`src/rtl/fft_sched_ctrl.sv`:
```
// Control and address sequencer for a 64-point in-place radix-2 FFT: load, compute/drain, unload.
// Define FFT_BITREV_LOAD_EN for a DIT schedule with bit-reversed load; otherwise DIF with
// bit-reversed unload.
module fft_sched_ctrl #(
  parameter int unsigned LOG2N  = 6,
  parameter int unsigned BF_LAT = 3
) (
  input  logic               clk_i,
  input  logic               rst_i,
  input  logic               start_i,
  input  logic               in_valid_i,
  output logic               in_ready_o,
  output logic               ld_we_o,
  output logic [LOG2N-1:0]   ld_addr_o,
  output logic               bf_valid_o,
  output logic [LOG2N-1:0]   bf_addr_a_o,
  output logic [LOG2N-1:0]   bf_addr_b_o,
  output logic [LOG2N-2:0]   tw_idx_o,
  output logic [2:0]         stage_o,
  output logic               wb_we_o,
  output logic [LOG2N-1:0]   wb_addr_a_o,
  output logic [LOG2N-1:0]   wb_addr_b_o,
  output logic               rd_en_o,
  output logic [LOG2N-1:0]   rd_addr0_o,
  output logic [LOG2N-1:0]   rd_addr1_o,
  output logic               out_valid_o,
  output logic [LOG2N-2:0]   out_idx_o,
  output logic               busy_o,
  output logic               done_o
);

  localparam int unsigned A    = LOG2N;
  localparam int unsigned T    = LOG2N - 1;
  localparam int unsigned N    = 1 << LOG2N;
  localparam int unsigned HALF = N / 2;
  // Shared counter must also reach BF_LAT-1 (up to 6) for the drain window.
  localparam int unsigned CW   = (A > 3) ? A : 3;

  typedef enum logic [2:0] {StIdle, StLoad, StCompute, StDrain, StUnload, StFlush} state_e;

  state_e          state_q, state_d;
  logic [CW-1:0]   cnt_q, cnt_d;
  logic [2:0]      stage_q, stage_d;

  logic [BF_LAT-1:0]         wb_we_q;
  logic [BF_LAT-1:0][A-1:0]  wb_a_q, wb_b_q;
  logic                      out_valid_q;
  logic [T-1:0]              out_idx_q;

  logic [A-1:0]  j_w, h_w, k_w, a_w;
  logic [2:0]    span_sh;
  logic [T-1:0]  tw_w;

  function automatic logic [A-1:0] bitrev(input logic [A-1:0] x);
    logic [A-1:0] r;
    for (int unsigned n = 0; n < A; n++) begin
      r[n] = x[A-1-n];
    end
    return r;
  endfunction

  always_ff @(posedge clk_i or posedge rst_i) begin
    if (rst_i) begin
      state_q <= StIdle;
      cnt_q   <= '0;
      stage_q <= '0;
    end else begin
      state_q <= state_d;
      cnt_q   <= cnt_d;
      stage_q <= stage_d;
    end
  end

  always_comb begin
    state_d = state_q;
    cnt_d   = cnt_q;
    stage_d = stage_q;
    unique case (state_q)
      StIdle: begin
        if (start_i) begin
          state_d = StLoad;
          cnt_d   = '0;
          stage_d = '0;
        end
      end
      StLoad: begin
        if (in_valid_i) begin
          if (cnt_q == CW'(N - 1)) begin
            state_d = StCompute;
            cnt_d   = '0;
          end else begin
            cnt_d = cnt_q + CW'(1);
          end
        end
      end
      StCompute: begin
        if (cnt_q == CW'(HALF - 1)) begin
          state_d = StDrain;
          cnt_d   = '0;
        end else begin
          cnt_d = cnt_q + CW'(1);
        end
      end
      StDrain: begin
        if (cnt_q == CW'(BF_LAT - 1)) begin
          cnt_d = '0;
          if (stage_q == 3'(LOG2N - 1)) begin
            state_d = StUnload;
            stage_d = '0;
          end else begin
            state_d = StCompute;
            stage_d = stage_q + 3'd1;
          end
        end else begin
          cnt_d = cnt_q + CW'(1);
        end
      end
      StUnload: begin
        if (cnt_q == CW'(HALF - 1)) begin
          state_d = StFlush;
          cnt_d   = '0;
        end else begin
          cnt_d = cnt_q + CW'(1);
        end
      end
      StFlush: state_d = StIdle;
      default: state_d = StIdle;
    endcase
  end

  // Butterfly address generation: span, in-group offset and twiddle from stage and j.
  always_comb begin
    j_w = A'(cnt_q[T-1:0]);
`ifdef FFT_BITREV_LOAD_EN
    span_sh = stage_q;
`else
    span_sh = 3'(T) - stage_q;
`endif
    h_w = A'(1) << span_sh;
    k_w = j_w & (h_w - A'(1));
    a_w = ((j_w >> span_sh) << (span_sh + 3'd1)) + k_w;
`ifdef FFT_BITREV_LOAD_EN
    tw_w = T'(k_w << (3'(T) - stage_q));
`else
    tw_w = T'(k_w << stage_q);
`endif
  end

  always_comb begin
    in_ready_o  = (state_q == StLoad);
    ld_we_o     = in_ready_o & in_valid_i;
    ld_addr_o   = '0;
    bf_valid_o  = (state_q == StCompute);
    bf_addr_a_o = '0;
    bf_addr_b_o = '0;
    tw_idx_o    = '0;
    stage_o     = stage_q;
    rd_en_o     = (state_q == StUnload);
    rd_addr0_o  = '0;
    rd_addr1_o  = '0;
    busy_o      = (state_q != StIdle);
    done_o      = (state_q == StFlush);
    if (in_ready_o) begin
`ifdef FFT_BITREV_LOAD_EN
      ld_addr_o = bitrev(cnt_q[A-1:0]);
`else
      ld_addr_o = cnt_q[A-1:0];
`endif
    end
    if (bf_valid_o) begin
      bf_addr_a_o = a_w;
      bf_addr_b_o = a_w + h_w;
      tw_idx_o    = tw_w;
    end
    if (rd_en_o) begin
`ifdef FFT_BITREV_LOAD_EN
      rd_addr0_o = {cnt_q[T-1:0], 1'b0};
      rd_addr1_o = {cnt_q[T-1:0], 1'b1};
`else
      rd_addr0_o = bitrev({cnt_q[T-1:0], 1'b0});
      rd_addr1_o = bitrev({cnt_q[T-1:0], 1'b1});
`endif
    end
  end

  // Write-back delay line; cleared by reset so in-flight results are dropped.
  always_ff @(posedge clk_i or posedge rst_i) begin
    if (rst_i) begin
      wb_we_q <= '0;
      wb_a_q  <= '0;
      wb_b_q  <= '0;
    end else begin
      wb_we_q[0] <= bf_valid_o;
      wb_a_q[0]  <= bf_addr_a_o;
      wb_b_q[0]  <= bf_addr_b_o;
      for (int unsigned n = 1; n < BF_LAT; n++) begin
        wb_we_q[n] <= wb_we_q[n-1];
        wb_a_q[n]  <= wb_a_q[n-1];
        wb_b_q[n]  <= wb_b_q[n-1];
      end
    end
  end

  always_ff @(posedge clk_i or posedge rst_i) begin
    if (rst_i) begin
      out_valid_q <= 1'b0;
      out_idx_q   <= '0;
    end else begin
      out_valid_q <= rd_en_o;
      out_idx_q   <= rd_en_o ? cnt_q[T-1:0] : '0;
    end
  end

  assign wb_we_o     = wb_we_q[BF_LAT-1];
  assign wb_addr_a_o = wb_a_q[BF_LAT-1];
  assign wb_addr_b_o = wb_b_q[BF_LAT-1];
  assign out_valid_o = out_valid_q;
  assign out_idx_o   = out_idx_q;

endmodule

```
`config.mk`:
```
export PLATFORM = sky130hd
export DESIGN_NAME = fft_sched_ctrl
export DESIGN_NICKNAME = d
export VERILOG_FILES = /design/src/rtl/fft_sched_ctrl.sv
export SDC_FILE = /design/constraint.sdc
export NUM_CORES = 1
export LEC_CHECK = 0
export CORE_ASPECT_RATIO = 1.75
export CORE_MARGIN = 2
export CORE_UTILIZATION = 46
export DETAILED_ROUTE_END_ITERATION = 8
export PLACE_DENSITY = 0.86
export SLEW_MARGIN = 20
export SYNTH_ARGS = -nofsm -noshare
export SYNTH_HDL_FRONTEND = slang
export SYNTH_SLANG_ARGS = --single-unit
```
`constraint.sdc`:
```
create_clock -name clk_i -period 4.5 [get_ports clk_i]
set_input_delay 0.9 -clock clk_i [delete_from_list [all_inputs] [get_ports clk_i]]
set_output_delay 0.9 -clock clk_i [all_outputs]
set_load 0.02 [all_outputs]
```
# [After elaboration in Yosys (flattened, before gate mapping)]
# Cells that the tools add are included.
[op_classes] addsub=7 eq_ne=15 mux=25 n_reduce_logical=8 shift=4 n_bitwise=2
[ops] operator="$mux W6" n=9
[ops] operator="$mux W3" n=10
[ops] operator="$pmux W6 S4" n=1
[ops] operator="$mux W5" n=3
[ops] operator="$pmux W3 S5" n=1
[ops] operator="$add A6 B6 Y6" n=2
[ops] operator="$eq A3 B3 Y1 const B" n=3
[ops] operator="$add A3 B1 Y3 const B" n=2
[ops] operator="$add A6 B1 Y6 const B" n=1
[ops] operator="$and A5 B6 Y6" n=1
[ops] operator="$eq A3 B2 Y1 const B" n=2
[ops] operator="$eq A6 B2 Y1 const B" n=1
[ops] operator="$eq A6 B5 Y1 const B" n=1
[ops] operator="$eq A6 B6 Y1 const B" n=1
[ops] operator="$ne A2 B1 Y1 const B" n=3
[ops] operator="$ne A2 B2 Y1 const B" n=3
[ops] operator="$pmux W3 S2" n=1
[ops] operator="$reduce_and A3 Y1" n=2
[ops] operator="$reduce_and A6 Y1" n=1
[ops] operator="$shl A1 B3 Y6 const A" n=1
[ops] operator="$shl A6 B3 Y5" n=1
[ops] operator="$shl A6 B3 Y6" n=1
[ops] operator="$shr A5 B3 Y6" n=1
[ops] operator="$sub A6 B1 Y6 const B" n=1
[ops] operator="other kinds (8)" n=8
[totals] word_cells=73 output_inout_bits=63 inputBits=4 ff_bits=57

# [Logic depth before layout (Yosys ltp)]
[depth] word_depth=7 depth_mapped=21

# [Worst setup path before layout]
# Ideal clock, no wire load.
[synth_path] path_kind="reg-to-output" start="register stage_q[1], in the netlist stage_o[1]" end="output bf_addr_b_o[5]" setup_slack_ns=-0.677 t_arrival_ns=4.277 stages_incl_launch_ff=21 cell_sequence="dfrtp_1 buf_6 inv_1 ha_1 buf_2 buf_2 nand2b_1 ha_1 xor2_1 and2_1 ha_1 nor2b_1 nor2_1 xnor2_1 ha_1 o21ai_1 o21bai_1 a21oi_1 xor2_1 xnor3_1 nor2_1"
[synth_between] elab_chain_len=7
[synth_lines] element="start: declaration" line="43" source="logic [2:0] stage_q, stage_d;"
[synth_lines] element="start signal: assignment" line="70" source="stage_q <= stage_d;"
[synth_lines] element="$sub A3 B3 Y3 (*)" line="137" source="span_sh = 3'(T) - stage_q;"
[synth_lines] element="$shl A1 B3 Y6" line="139" source="h_w = A'(1) << span_sh;"
[synth_lines] element="$sub A6 B1 Y6" line="140" source="k_w = j_w & (h_w - A'(1));"
[synth_lines] element="$and A5 B6 Y6" line="140"
[synth_lines] element="$add A6 B6 Y6" line="141" source="a_w = ((j_w >> span_sh) << (span_sh + 3'd1)) + k_w;"
[synth_lines] element="$add A6 B6 Y6 (*)" line="172" source="bf_addr_b_o = a_w + h_w;"
[synth_lines] element="$mux W6 (*)" line="170" source="if (bf_valid_o) begin"
[synth_lines] element="end: declaration" line="17" source="output logic [LOG2N-1:0] bf_addr_b_o,"
# Every way passes the cells marked *; elsewhere a longest branch is shown, timed or not.

# [Worst setup path in the final report]
# Ends and elaborated chain as after synthesis.

==> summary.md <==
| Metric | Value |
|---|---|
| Status | `complete, but fails checks` |
| Violated checks | `setup timing` |
| Portion of total power attributed to combinational logic | `0.012` |
| Worst Path Max Fanout | `7` |
| Post-layout utilization of the core | `0.710` |
| Clock transition at the registers of the reported paths | `50 ps` |
| Maximum count of clock buffers along a single path | `2` |
| # diodes | `0` |
| Setup skew after layout | `6.46 ps` |
| Met1 usage | `0.296` |
| Pwr Total | `1.23 mW` |
| Initial Util | `0.472` |
| Capturing point of the worst reg2reg path | `wb_b_q[5]` |
| First element of the critical path | `stage_o[1]` |
| Placed wire-length estimate after detailed placement | `6.37 mm` |
| Total placed cells including tap cells | `500` |
| Total Routed Length | `9.59 mm` |
| Overflow left after global routing | `0` |
| Number of synthesized register bits | `57` |
| Number of nets in the finished design | `458` |
| Routing usage on met3 | `0.0403` |
| Area share of and/or/nand/nor cells after synthesis | `0.179` |
| Post-synth net total | `349` |
| Worst-margin pin slew | `950 ps` |
| Final Hold Slack | `345 ps` |
| Post-detailed-route wirelength per cell | `18.4 um` |
| Count of final setup violators | `2` |
| Total number of vias | `2983` |
| Full die area | `0.00770 mm2` |
| Fraction of layout cells with a size suffix above 1 | `0.313` |
| Number of top-level design ports | `67` |
| P&R area growth vs syn | `50.3%` |
| CTS Root Buffer Type | `sky130_fd_sc_hd__clkbuf_16` |
| Iteration-0 DRC Markers | `304` |
| Setup slack, reg-to-reg | `1160 ps` |
| Average size of a mapped cell | `9.89 um2` |
| Net Sw Frac | `0.193` |
| Number of global-route vias before repair | `2954` |
| Cell Rows | `40` |
| Count of flip-flops with a built-in enable after synthesis | `0` |
| Switching power | `0.238 mW` |
| Post-route worst setup slack | `-116 ps` |
| Data arrival, critical path | `3720 ps` |
| Fmax | `0.217 GHz` |
| DRC violation count after routing | `0` |
| Final instance area | `0.00483 mm2` |
| Vias per inst | `5.71` |
| Num Clock Sinks | `57` |
| Buffers on Ports | `65` |
| Asr flop ratio synth | `1.00` |
| Synth warnings | `0` |
| Pwr/cell area | `255 mW/mm2` |
| Crit path capture type | `output port` |
| Period utilization | `1.03` |
| Residual antenna-violating net count after detailed routing | `0` |
| Crit path to | `bf_addr_b_o[5]` |
| Most congested layer reported by global routing | `met2` |
| Depth of the worst register-to-register path | `15` |
| Reg-to-Reg Start | `stage_o[1]` |
| Relative contribution of the clock network to total power | `0.571` |
| Number of antenna violations at the first check in global routing | `0` |
| Placement Cell Area | `0.00436 mm2` |
| Clock period minus worst slack | `4620 ps` |
| Max H-tree Level | `3` |
| Max-Cap Viols | `0` |
| Type of the setup path with the least slack | `reg2out` |
| Tightest slew margin relative to the limit | `0.366` |
| Wire length of the first global-routing pass | `15.2 mm` |
| Routability Congestion | `0.952` |
| Sequential share of the synthesized area | `0.444` |
| Number of max-slew violations in the final report | `0` |
| Area fraction in compound gates after synthesis | `0.136` |
| Total GRT Usage | `0.266` |
| Maximum number of pins on one net before global-route repair | `58` |
| Vert. Die Dim | `115 um` |
| Area of the mapped netlist | `0.00322 mm2` |
| Hold Violations, Final | `0` |
| GR Util met2 | `0.459` |
| Min-delay worst type | `reg2reg` |
| Total negative slack | `-164 ps` |
| CP Launch Type | `flip-flop` |
| Post-Place Setup Slack | `-391 ps` |
| Core Footprint | `0.00681 mm2` |
| Unrepaired setup endpoints after global routing | `yes` |
| Xor/xnor cell area share of the yosys netlist | `0.0397` |
| Cells after synthesis | `325` |
| Clock tree from TritonCTS | `built` |
| Internal Pwr Total | `0.994 mW` |
| Horizontal die dimension | `67.2 um` |
| Largest family of logic cells by synthesized area | `simple AND/OR/NAND/NOR gates` |
| VDD IR max | `0.000219 V` |
| Final instance count without filler cells | `522` |
| Number of detailed-routing iterations run before antenna repair | `5` |
| Data required, critical path | `3600 ps` |
| Lkg Pwr | `2.30 nW` |
| Most common flop cell mapped by yosys | `sky130_fd_sc_hd__dfrtp_1` |
| Sequential share of power | `0.417` |
| Count of distinct cell types in the synthesized netlist | `60` |
| Clk Latency, worst-skew pair | `320 ps` |
| Mux cell area share after synthesis | `0.0276` |
| Synth Area in Adders | `0.0825` |
| CTS buffer count | `9` |
power groups by stage:
stage	Sequential, mW	Clock, mW	Combinational (mW)
2_1_floorplan	0.522	0	0.00969
3_3_place_gp	0.522	0	0.0142
3_5_place_dp	0.522	0	0.0147
4_1_cts	0.513	0.705	0.0148
5_1_grt	0.513	0.737	0.0169
6_report	0.513	0.704	0.0145
area by class of cell:
cell class / instances / area, um2
Clock buffer: 9 / 225
Fill cell: 459 / 1970
Multi-Input combinational cell: 215 / 1720
Tap cell: 84 / 105
Inverter: 17 / 72.6
Timing Repair Buffer: 134 / 1200
Sequential cell: 57 / 1430
Clock inverter: 6 / 83.8
kinds of logic after synthesis:
group / count (synthesis)
simple gates: 111
compound gates: 62
flops: 57
buf+inv: 53
fa+ha+maj: 20
xor+xnor: 13
mux: 8
other cells: 1
Yosys cell counts, types with 2 or more instances:
master	number	area [um2]
sky130_fd_sc_hd__nor3_1	10	50.1
sky130_fd_sc_hd__ha_1	18	225
sky130_fd_sc_hd__a211oi_1	3	22.5
sky130_fd_sc_hd__o21ai_0	11	55.1
sky130_fd_sc_hd__nor2b_1	10	62.6
sky130_fd_sc_hd__clkbuf_1	7	26.3
sky130_fd_sc_hd__nand3_1	9	45.0
sky130_fd_sc_hd__nand4b_1	2	17.5
sky130_fd_sc_hd__a21oi_2	2	17.5
sky130_fd_sc_hd__mux2i_1	4	40.0
sky130_fd_sc_hd__nand4_1	6	37.5
sky130_fd_sc_hd__buf_2	8	40.0
sky130_fd_sc_hd__a21o_1	4	30.0
sky130_fd_sc_hd__dfrtp_1	57	1430
sky130_fd_sc_hd__buf_4	20	150
sky130_fd_sc_hd__o21ai_1	7	35.0
sky130_fd_sc_hd__nand2_1	12	45.0
sky130_fd_sc_hd__a22oi_1	3	22.5
sky130_fd_sc_hd__nand2b_1	4	25.0
sky130_fd_sc_hd__mux2_2	2	22.5
sky130_fd_sc_hd__and2_1	8	50.1
sky130_fd_sc_hd__xnor2_1	6	52.6
sky130_fd_sc_hd__and3_1	11	68.8
sky130_fd_sc_hd__inv_1	15	56.3
sky130_fd_sc_hd__a31oi_1	2	12.5
sky130_fd_sc_hd__xor2_1	6	52.6
sky130_fd_sc_hd__fa_1	2	40.0
sky130_fd_sc_hd__o21bai_1	2	15.0
sky130_fd_sc_hd__a21oi_1	12	60.1
sky130_fd_sc_hd__nor2_1	32	120
worst max-delay path, stage by stage (launching register included):
cell	delay, ps
sky130_fd_sc_hd__dfrtp_2	390
sky130_fd_sc_hd__inv_6	50
sky130_fd_sc_hd__ha_4	310
sky130_fd_sc_hd__buf_4	150
sky130_fd_sc_hd__nor2b_1	160
sky130_fd_sc_hd__nor3_2	60
sky130_fd_sc_hd__ha_2	190
sky130_fd_sc_hd__fa_2	420
sky130_fd_sc_hd__a21o_1	180
sky130_fd_sc_hd__a21oi_2	180
sky130_fd_sc_hd__xnor2_2	150
sky130_fd_sc_hd__ha_1	280
sky130_fd_sc_hd__a21oi_1	180
sky130_fd_sc_hd__xor2_1	170
sky130_fd_sc_hd__xnor3_1	270
sky130_fd_sc_hd__nor2_4	110
sky130_fd_sc_hd__buf_6	130
flip-flops by register name (all words and copies together), names as in the netlist:
signal and flops:
wb_addr_b_o 6, stage_o 3, wb_a_q 12, wb_addr_a_o 6
cnt_q 6, state_q 3, wb_b_q 12, out_valid_o 1
out_idx_o 5, wb_we_q 3
routing by layer:
| metal | up-vias | part of all wire | routed length [um] |
|---|---|---|---|
| li1 | 1327 | - | - |
| met1 | 1449 | 0.36 | 3410 |
| met2 | 168 | 0.55 | 5240 |
| met3 | 39 | 0.049 | 467 |
| met4 | 0 | 0.049 | 471 |
| met5 | - | 0 | 0 |
layout by cell type (no fill, tap or decap), drive strengths merged, types with 10 or more instances in the layout:
master and count:
nand2 12, nor2 32, dfrtp 57, and3 11, nor2b 11, inv 16
buf 71, a21oi 14, o21ai 18, clkdlybuf4s50 59, ha 18, nor3 10
how the worst min path moves through the flow:
stage | start | endpoint | slack (ps) | cells after the start
floorplan | wb_a_q[4] | wb_a_q[10] | 330 | 0
global placement | wb_a_q[2] | wb_a_q[8] | 330 | 0
detailed placement | wb_a_q[0] | wb_a_q[6] | 330 | 0
CTS | wb_a_q[7] | wb_addr_a_o[1] | 350 | 0
global route | wb_a_q[7] | wb_addr_a_o[1] | 350 | 0
finish | wb_a_q[7] | wb_addr_a_o[1] | 340 | 0
timing repair:
item	in CTS	in global routing
buffers inserted	7	0
pin swaps	19	6
gates resized for setup	33	11
hold buffers	0	0
endpoints found under the setup margin	5	5
(Power assumes the default switching activity.)
==> RTL edit, RTL diff (same settings) <==
Change the parameter `LOG2N` from 6 to 5.
--- a/src/rtl/fft_sched_ctrl.sv
+++ b/src/rtl/fft_sched_ctrl.sv
@@ -4,3 +4,3 @@
 module fft_sched_ctrl #(
-  parameter int unsigned LOG2N  = 6,
+  parameter int unsigned LOG2N  = 5,
   parameter int unsigned BF_LAT = 3
Interface: changed (9 resized); port bits go from 67 to 58. No check against the original RTL was run, so the function may have changed too.
==> RTL edit against the unedited design <==
  * The flow still finishes with violations (negative setup slack)
  * Critical path depth unchanged
  * First-iteration DRC count decreased by 73%
  * Setup slack worse by 0.20 ns
  * Routed wire length fell by 34%
  * Count of clock-buffer cells in the layout decreased by 3
  * Final area down 22%
  * Sequential cell count fell by 8
  * Area after synthesis is 14% lower
  * Power is 41% lower
  * Critical endpoint is now bf_addr_b_o[4]
  * Largest cell class unchanged
  * Largest power group is now registers
==> RTL edit: results <==
metrics = {
    "logic_synthesis": {
        "synthDominantCellAreaShare_pct": 44.28,
        "muxShareOfSynthArea_pct": 1.988,
        "synth_cell_type_count": 45,
        "synth_fa_ha_area_share_pct": 11.84,
        "yosys-top-cells-area": "dfrtp_1 (44%), ha_1 (10%), buf_4 (4.9%), nor2_1 (3.5%), a21oi_1 (2.7%)",
        "synth_fp_nets": 301,
        "avgSynthCellArea_um2": 10.18,
        "synth_common_cells": "dfrtp_1 (49), nor2_1 (26), ha_1 (23)",
        "ys_seq_area_share_pct": 44.28,
        "synth_compound_area_share_pct": 10.30,
    },
    "global_route": {
        "grt_max_degree": 50,
        "grt_pass1_vias": 2310,
        "met2_usage_pct": 37.25,
        "grt_pass1_wl_mm": 10.74,
        "use_met3_pct": 2.099,
        "track_usage_pct": 20.62,
    },
    "route": {
        "avgViaCountPerCell": 5.196,
        "routed_wl_mm": 6.369,
        "first_pass_iters": 4,
        "dr.first_iter.drc_count": 83,
        "avgRoutedWirePerCell_um": 14.85,
        "wl_met3_um": 251,
        "met1_length_mm": 2.194,
    },
    "worst_setup_path": {
        "critPathMaxFanout": 6,
        "crit_path_end": "bf_addr_b_o[4]",
        "slowest_delay_ns": 0.57,
        "rr_endpoint": "wb_b_q[4]$_DFF_PP0_",
    },
    "pwr": {
        "vdd_drop_max_v": 0.0001098,
        "power_frac_seq_pct": 60.8,
        "power.share.switching_pct": 21.42,
        "intPower_w": 0.0005688,
    },
    "cts": {
        "clockRootBuffer": "clkbuf_8",
        "path_clk_slew_ns": 0.09,
        "cts_max_level": 2,
        "post_cts_resized": 20,
        "cts_buffers": 5,
        "insertion_delay_ns": 0.30,
        "post-cts-setup-buffers": 1,
    },
    "placement": {
        "dp_slack_ns": -0.4942,
        "dp.cells": 418,
        "dpl-instance-area_um2": 3602,
        "gp_congestion": 0.8426,
    },
    "outcome": {
        "status": "finished with violations",
        "failed_checks": "negative setup slack",
    },
    "sta": {
        "skew_ns": 0.005702,
        "setup_tns_ns": -0.3563,
        "setup_ws_ns": -0.3161,
        "setup_viol": 2,
    },
    "final_layout": {
        "top_regs": "wb_a_q (10), wb_b_q (10)",
        "layout-drive-gt1-share_pct": 25.64,
        "fillers": 469,
    },
    "worst_hold_path": {
        "holdPathEnd": "wb_a_q[9]$_DFF_PP0_",
    },
}
[RTL edit: changes by cell type after synthesis, sizes merged, moves of 5 or more]
cell and delta:
dfrtp -8, nor2b -6, buf -7, nand2 +5, and3 -6, nand4 -6, nor2 -5, clkbuf -5
o21ai -8, ha +5
[RTL edit: area by class of cell]
type                            instances  area [um^2]  share of cell area, %
Inverter                               20        80.08                  2.120
Multi-Input combinational cell        179         1431                  37.89
Sequential cell                        49         1229                  32.53
Clock inverter                          2        16.27                 0.4306
Clock buffer                            6        82.58                  2.186
Timing Repair Buffer                   95        840.8                  22.26
Tap cell                               78        97.59                  2.584
[RTL edit: logic make-up (layout without fill, tap and decap cells)]
kind of cell,after synthesis,in the layout
mux,5,5
flops,49,49
fa+ha+maj,25,25
xor+xnor,13,13
other cells,1,1
simple gates,92,92
compound gates,43,43
buf+inv,44,123
